**src/rtl/cordic_pkg.sv**
```systemverilog
// Shared Q2.30 types, constants and FSM encoding for the sequential CORDIC rotator.
package cordic_pkg;

    localparam int Q_WIDTH    = 32;
    localparam int ATAN_DEPTH = 8;

    typedef logic signed [Q_WIDTH-1:0] fixedT;

    typedef enum logic [1:0] {
        IDLE = 2'd0,
        ITER = 2'd1,
        DONE = 2'd2
    } stateT;

    localparam fixedT HALF_PI = 32'sh6487_ED51;

    // atan(2^-i) in Q2.30
    localparam fixedT ATAN [0:ATAN_DEPTH-1] = '{
        32'sh3243_F6A8, 32'sh1DAC_6705, 32'sh0FAD_BAFC, 32'sh07F5_6EA6,
        32'sh03FE_AB76, 32'sh01FF_D55B, 32'sh00FF_FAAA, 32'sh007F_FF55
    };

    // Elaboration-time gain correction: prod 1/sqrt(1+2^-2i), rounded to Q2.30.
    function automatic fixedT gainK(input int nIter);
        real k;
        real p;
        k = 1.0;
        p = 1.0;
        for (int j = 0; j < nIter; j++) begin
            k = k / $sqrt(1.0 + p);
            p = p / 4.0;
        end
        return fixedT'($rtoi(k * 1073741824.0 + 0.5));
    endfunction

endpackage

```
**src/rtl/cordic_iter_unit.sv**
```systemverilog
// One combinational CORDIC micro-rotation in rotation mode; direction follows the sign of z.
module cordic_iter_unit
    import cordic_pkg::*;
#(
    parameter int WIDTH = 32
) (
    input  logic signed [WIDTH-1:0] x,
    input  logic signed [WIDTH-1:0] y,
    input  logic signed [WIDTH-1:0] z,
    input  logic        [2:0]       i,
    output logic signed [WIDTH-1:0] xNext,
    output logic signed [WIDTH-1:0] yNext,
    output logic signed [WIDTH-1:0] zNext
);

    logic signed [WIDTH-1:0] xShift;
    logic signed [WIDTH-1:0] yShift;
    logic signed [WIDTH-1:0] angle;

    assign xShift = x >>> i;
    assign yShift = y >>> i;
    assign angle  = ATAN[i];

    always_comb begin
        if (z[WIDTH-1]) begin
            xNext = x + yShift;
            yNext = y - xShift;
            zNext = z + angle;
        end else begin
            xNext = x - yShift;
            yNext = y + xShift;
            zNext = z - angle;
        end
    end

endmodule

```
**src/rtl/cordic_seq.sv**
```systemverilog
// Sequential CORDIC sine/cosine: one micro-rotation per clock, start/ready/done handshake.
module cordic_seq
    import cordic_pkg::*;
#(
    parameter int WIDTH  = 32,
    parameter int N_ITER = 8
) (
    input  logic             clk,
    input  logic             reset,
    input  logic             start,
    input  logic [WIDTH-1:0] rad,
    output logic             ready,
    output logic             done,
    output logic [WIDTH-1:0] cos_o,
    output logic [WIDTH-1:0] sin_o,
    output logic             err
);

    localparam fixedT      K_N       = gainK(N_ITER);
    localparam logic [2:0] LAST_ITER = 3'(N_ITER - 1);

    // Handshake: a request is taken on an edge where start=1 and ready=1;
    // ready is high only in IDLE, and done pulses for exactly one cycle with results valid.
    stateT                   state;
    logic signed [WIDTH-1:0] x;
    logic signed [WIDTH-1:0] y;
    logic signed [WIDTH-1:0] z;
    logic        [2:0]       i;
    logic signed [WIDTH-1:0] xNext;
    logic signed [WIDTH-1:0] yNext;
    logic signed [WIDTH-1:0] zNext;
    logic signed [WIDTH-1:0] radS;
    logic                    inRange;

    assign radS    = rad;
    assign inRange = (radS >= -HALF_PI) && (radS <= HALF_PI);

    cordic_iter_unit #(.WIDTH(WIDTH)) iterUnit (
        .x     (x),
        .y     (y),
        .z     (z),
        .i     (i),
        .xNext (xNext),
        .yNext (yNext),
        .zNext (zNext)
    );

    always_ff @(posedge clk) begin
        if (reset) begin
            state <= IDLE;
            ready <= 1'b1;
            done  <= 1'b0;
            err   <= 1'b0;
            cos_o <= '0;
            sin_o <= '0;
            x     <= '0;
            y     <= '0;
            z     <= '0;
            i     <= '0;
        end else begin
            case (state)
                IDLE: begin
                    if (start) begin
                        ready <= 1'b0;
                        if (inRange) begin
                            x     <= K_N;
                            y     <= '0;
                            z     <= radS;
                            i     <= '0;
                            err   <= 1'b0;
                            state <= ITER;
                        end else begin
                            // Out-of-range angles skip the rotation and report immediately
                            cos_o <= '0;
                            sin_o <= '0;
                            err   <= 1'b1;
                            done  <= 1'b1;
                            state <= DONE;
                        end
                    end
                end
                ITER: begin
                    x <= xNext;
                    y <= yNext;
                    z <= zNext;
                    i <= i + 3'd1;
                    if (i == LAST_ITER) begin
                        cos_o <= xNext;
                        sin_o <= yNext;
                        done  <= 1'b1;
                        state <= DONE;
                    end
                end
                DONE: begin
                    done  <= 1'b0;
                    ready <= 1'b1;
                    state <= IDLE;
                end
                default: begin
                    done  <= 1'b0;
                    ready <= 1'b1;
                    state <= IDLE;
                end
            endcase
        end
    end

endmodule

```
**config.mk**
```make
export PLATFORM = sky130hd
export DESIGN_NAME = cordic_seq
export DESIGN_NICKNAME = d
export VERILOG_FILES = /design/src/rtl/cordic_pkg.sv /design/src/rtl/cordic_iter_unit.sv /design/src/rtl/cordic_seq.sv
export SDC_FILE = /design/constraint.sdc
export NUM_CORES = 1
export LEC_CHECK = 0
export CORE_ASPECT_RATIO = 0.5
export CORE_MARGIN = 5
export CORE_UTILIZATION = 30
export CTS_CLUSTER_SIZE = 12
export DETAILED_ROUTE_END_ITERATION = 6
export GPL_TIMING_DRIVEN = 1
export PLACE_DENSITY_LB_ADDON = 0.3
export RECOVER_POWER = 50
export REMOVE_ABC_BUFFERS = 1
export SYNTH_ARGS = -nofsm -noshare
export SYNTH_HDL_FRONTEND = slang
export SYNTH_SLANG_ARGS = --single-unit
```
**constraint.sdc**
```tcl
create_clock -name clk -period 13.6 [get_ports clk]
set_input_delay 2.72 -clock clk [delete_from_list [all_inputs] [get_ports clk]]
set_output_delay 2.72 -clock clk [all_outputs]
set_load 0.02 [all_outputs]
```
==> impl_metrics.toml <==
[worst_setup_path]
critPathMaxStageDelay_ns = 1.94
worst-path-buf-inv = 2
critical_path_class = "input port to register"
cp.arrival_ns = 8.50
crit_fanout = 49
critPathLaunch = "rad[31]"
path_delay_family = "buffers and inverters"
cp_cell_sequence = "dlygate4sd3_1 > nand4b_1 > nor4_1 > and4_1 > a211oi_1 > or3b_1 > a21oi_4 > clkbuf_1 > nor2_1 > a32o_1"
crit_path_end_kind = "register"
timing.rr.start = "i[1]$_SDFFE_PP0P_"
cp_slowest_cell = "clkbuf_1"
worstPathRequired_ns = 13.94
start_kind = "input port"

[grt]
grt_antenna_before_repair = 0
grt_max_degree = 73
grt_pass1_wl_um = 81100
grt_overflow = 0
grtUsageTotal_pct = 17.1
grt_pass1_vias = 14500

[timing]
period_minus_slack_ns = 8.16
hold_violations = 0
tns_ns = 0
maxSlewViolCount = 193
rsz0062_at_grt = "no"
setup_violations = 0
worstMarginPinSlew_ns = 3.45
clock.fmax_mhz = 123
slew_headroom_pct = -130
final.setup_skew_ns = 0.0123
period_share_pct = 60.0

[routing]
wl_met1_um = 24500
highest_layer = "met4"
drc = 0
route.met2.wl_um = 23500
routed-wl-met3_um = 2250
wl_um = 51000
drtAntennaViolNets = 0
routedWlPerCell_um = 18.5
viasPerCell = 5.50
vias = 15200
drtIter0Drc = 1142
first_pass_iters = 5

[synthesis]
synth_compound_area_share_pct = 26.0
syn_area_mm2 = 0.0159
avgSynthCellArea_um2 = 7.79
synth_top_family_by_area = "compound AO/OA/AOI/OAI gates"
yosys-top-cells-area = "dfxtp_1 21%, ha_1 8.8%, a21oi_1 6.3%"
muxShareOfSynthArea_pct = 10.6
syn_inst = 2038
synth_top_cell_by_area = "dfxtp_1"
yosysTopAreaCellShare_pct = 21.2
ys_types = 87
synth-simple-area-share_pct = 19.1
ys_seq_area_share_pct = 21.2
yosys.area_share.xor_xnor_pct = 9.21
async_reset_ff_share_pct = 0
synth_seq_cells = 168
synth-edff-count = 0
synth_ff_type = "dfxtp_1"
synth_fa_ha_area_share_pct = 9.20
yosysWarnings = 0

[clock_tree]
cts_setup_buffers = 0
insertion_delay_ns = 0.46
numCtsBuffers = 17
cts_buffer_depth = 2
clkTransAtPathRegs_ns = 0.07
clockRootBuffer = "clkbuf_16"
tritoncts = "yes"
htree_levels = 4
cts_hold_buffers = 0
numClockSinks = 168
cts_resized = 0

[worst_hold_path]
min_from = "cos_o[9]$_SDFFE_PP0P_"
min_path_type = "register to register"

[cells_and_area]
drive_gt1_share_pct = 6.10
finalNonFillerCells = 2766
area_growth_pct = 12.7
diodes = 0
final_common_cell = "nor2_1"
fin_area_mm2 = 0.0179
nets = 2202
layout_common_cells = "243 x nor2_1, 200 x a21oi_1, 182 x nand2_1"

[placement]
dpl_cell_area_mm2 = 0.0174
dp_hpwl_um = 37300
numPlacedInstances = 2734
gp_congestion = 0.885
port_buffers = 101

[run]
maxCapViolCount = 3

[floorplanning]
pin_count = 102
die_w_um = 335
core_mm2 = 0.0522
start_util_pct = 30.4
dieArea_mm2 = 0.0579
die-height_um = 173
rows = 59

[power]
power_density_mw_per_mm2 = 203
ir_drop_mv = 0.119
p_leak_nw = 7.18

[status]
violations = "max-capacitance violations, max-slew violations"
outcome = "complete, but fails checks"
stage by stage:
step | hold slack, ns | util [%] | setup WS, ns | power [mW]
finish | 0.449 | 34.3 | 5.44 | 3.64
global route | 0.467 | 34.3 | 5.09 | 3.93
CTS | 0.457 | 34.3 | 7.27 | 3.62
detailed placement | 0.443 | 33.3 | 6.98 | 3.11
global placement | 0.440 | 33.3 | 7.06 | 3.11
floorplan | 0.430 | - | 5.29 | 2.50
logic make-up (layout without fill, tap and decap cells):
group / Yosys count / after routing
AOI/OAI and AO/OA: 630 / 630
xor gates and xnor gates: 167 / 167
adders and majority gates: 115 / 115
buffers and inverters: 169 / 196
DFF: 168 / 168
muxes: 129 / 129
and+or+nand+nor: 660 / 660
cell usage after synthesis (all sizes together), types with 18 or more instances:
| master | instances |
|---|---|
| nor2 | 244 |
| a21oi | 201 |
| nand2 | 182 |
| dfxtp | 168 |
| ha | 112 |
| xnor2 | 106 |
| o21ai | 92 |
| clkbuf | 75 |
| mux2i | 73 |
| xor2 | 61 |
| nand3 | 60 |
| buf | 48 |
| a211oi | 46 |
| inv | 43 |
| a21o | 41 |
| a31oi | 40 |
| nor3 | 40 |
| a22oi | 38 |
| mux2 | 33 |
| mux4 | 23 |
| nor2b | 23 |
| a22o | 18 |
layer usage:
| layer | vias to the layer above | track usage [%] |
|---|---|---|
| li1 | 7528 | - |
| met1 | 7330 | 23.6 |
| met2 | 306 | 28.0 |
| met3 | 48 | 2.85 |
| met4 | 0 | 3.90 |
| met5 | - | 0 |
flip-flops by register name, indices dropped and copies added (netlist names):
signal	flops
y	32
i	3
cos_o	32
x	32
z	32
err	1
sin_o	32
state	2
ready	1
done	1
worst paths after layout:
| kind | end | slack, ns | cells past startpoint |
|---|---|---|---|
| worst min-delay path | cos_o[9]$_SDFFE_PP0P_ | 0.45 | 2 |
| worst max-delay path | y[23]$_SDFFE_PP0P_ | 5.44 | 10 |
| worst max register to register | sin_o[27]$_SDFFE_PP0P_ | 7.14 | 18 |
| worst min register to register | cos_o[9]$_SDFFE_PP0P_ | 0.45 | 2 |
area by class of cell:
| class | instances | area, µm² |
|---|---|---|
| clock inverter | 12 | 108 |
| timing repair buffer | 118 | 1120 |
| tap | 701 | 877 |
| multi-input combinational | 1701 | 11800 |
| inverter | 46 | 173 |
| sequential | 168 | 3380 |
| fill | 5527 | 34300 |
| clock buffer | 20 | 447 |
report_power, final:
| group | internal, mW | leakage, nW | total (mW) | switching (mW) |
|---|---|---|---|---|
| registers | 0.568 | 1.37 | 0.697 | 0.129 |
| logic | 0.965 | 5.53 | 2.45 | 1.49 |
| clock network | 0.246 | 0.267 | 0.491 | 0.246 |
| total | 1.78 | 7.18 | 3.64 | 1.86 |
worst reg2reg max path: stages (launching register included):
cell and delay (ns):
dfxtp_4 0.80, buf_4 0.70, xor2_1 0.42, a221oi_1 0.35, a32oi_1 0.14, nor4b_1 0.53, and4_1 0.51, a21oi_1 0.15
xor2_1 0.17, ha_1 0.38, and3_1 0.20, a221oi_1 0.31, o21bai_1 0.13, a221oi_1 0.24, a21boi_0 0.64, o21ai_0 0.20
xor2_1 0.18, nand2_1 0.09, o31ai_1 0.22
(Power assumes the default switching activity.)
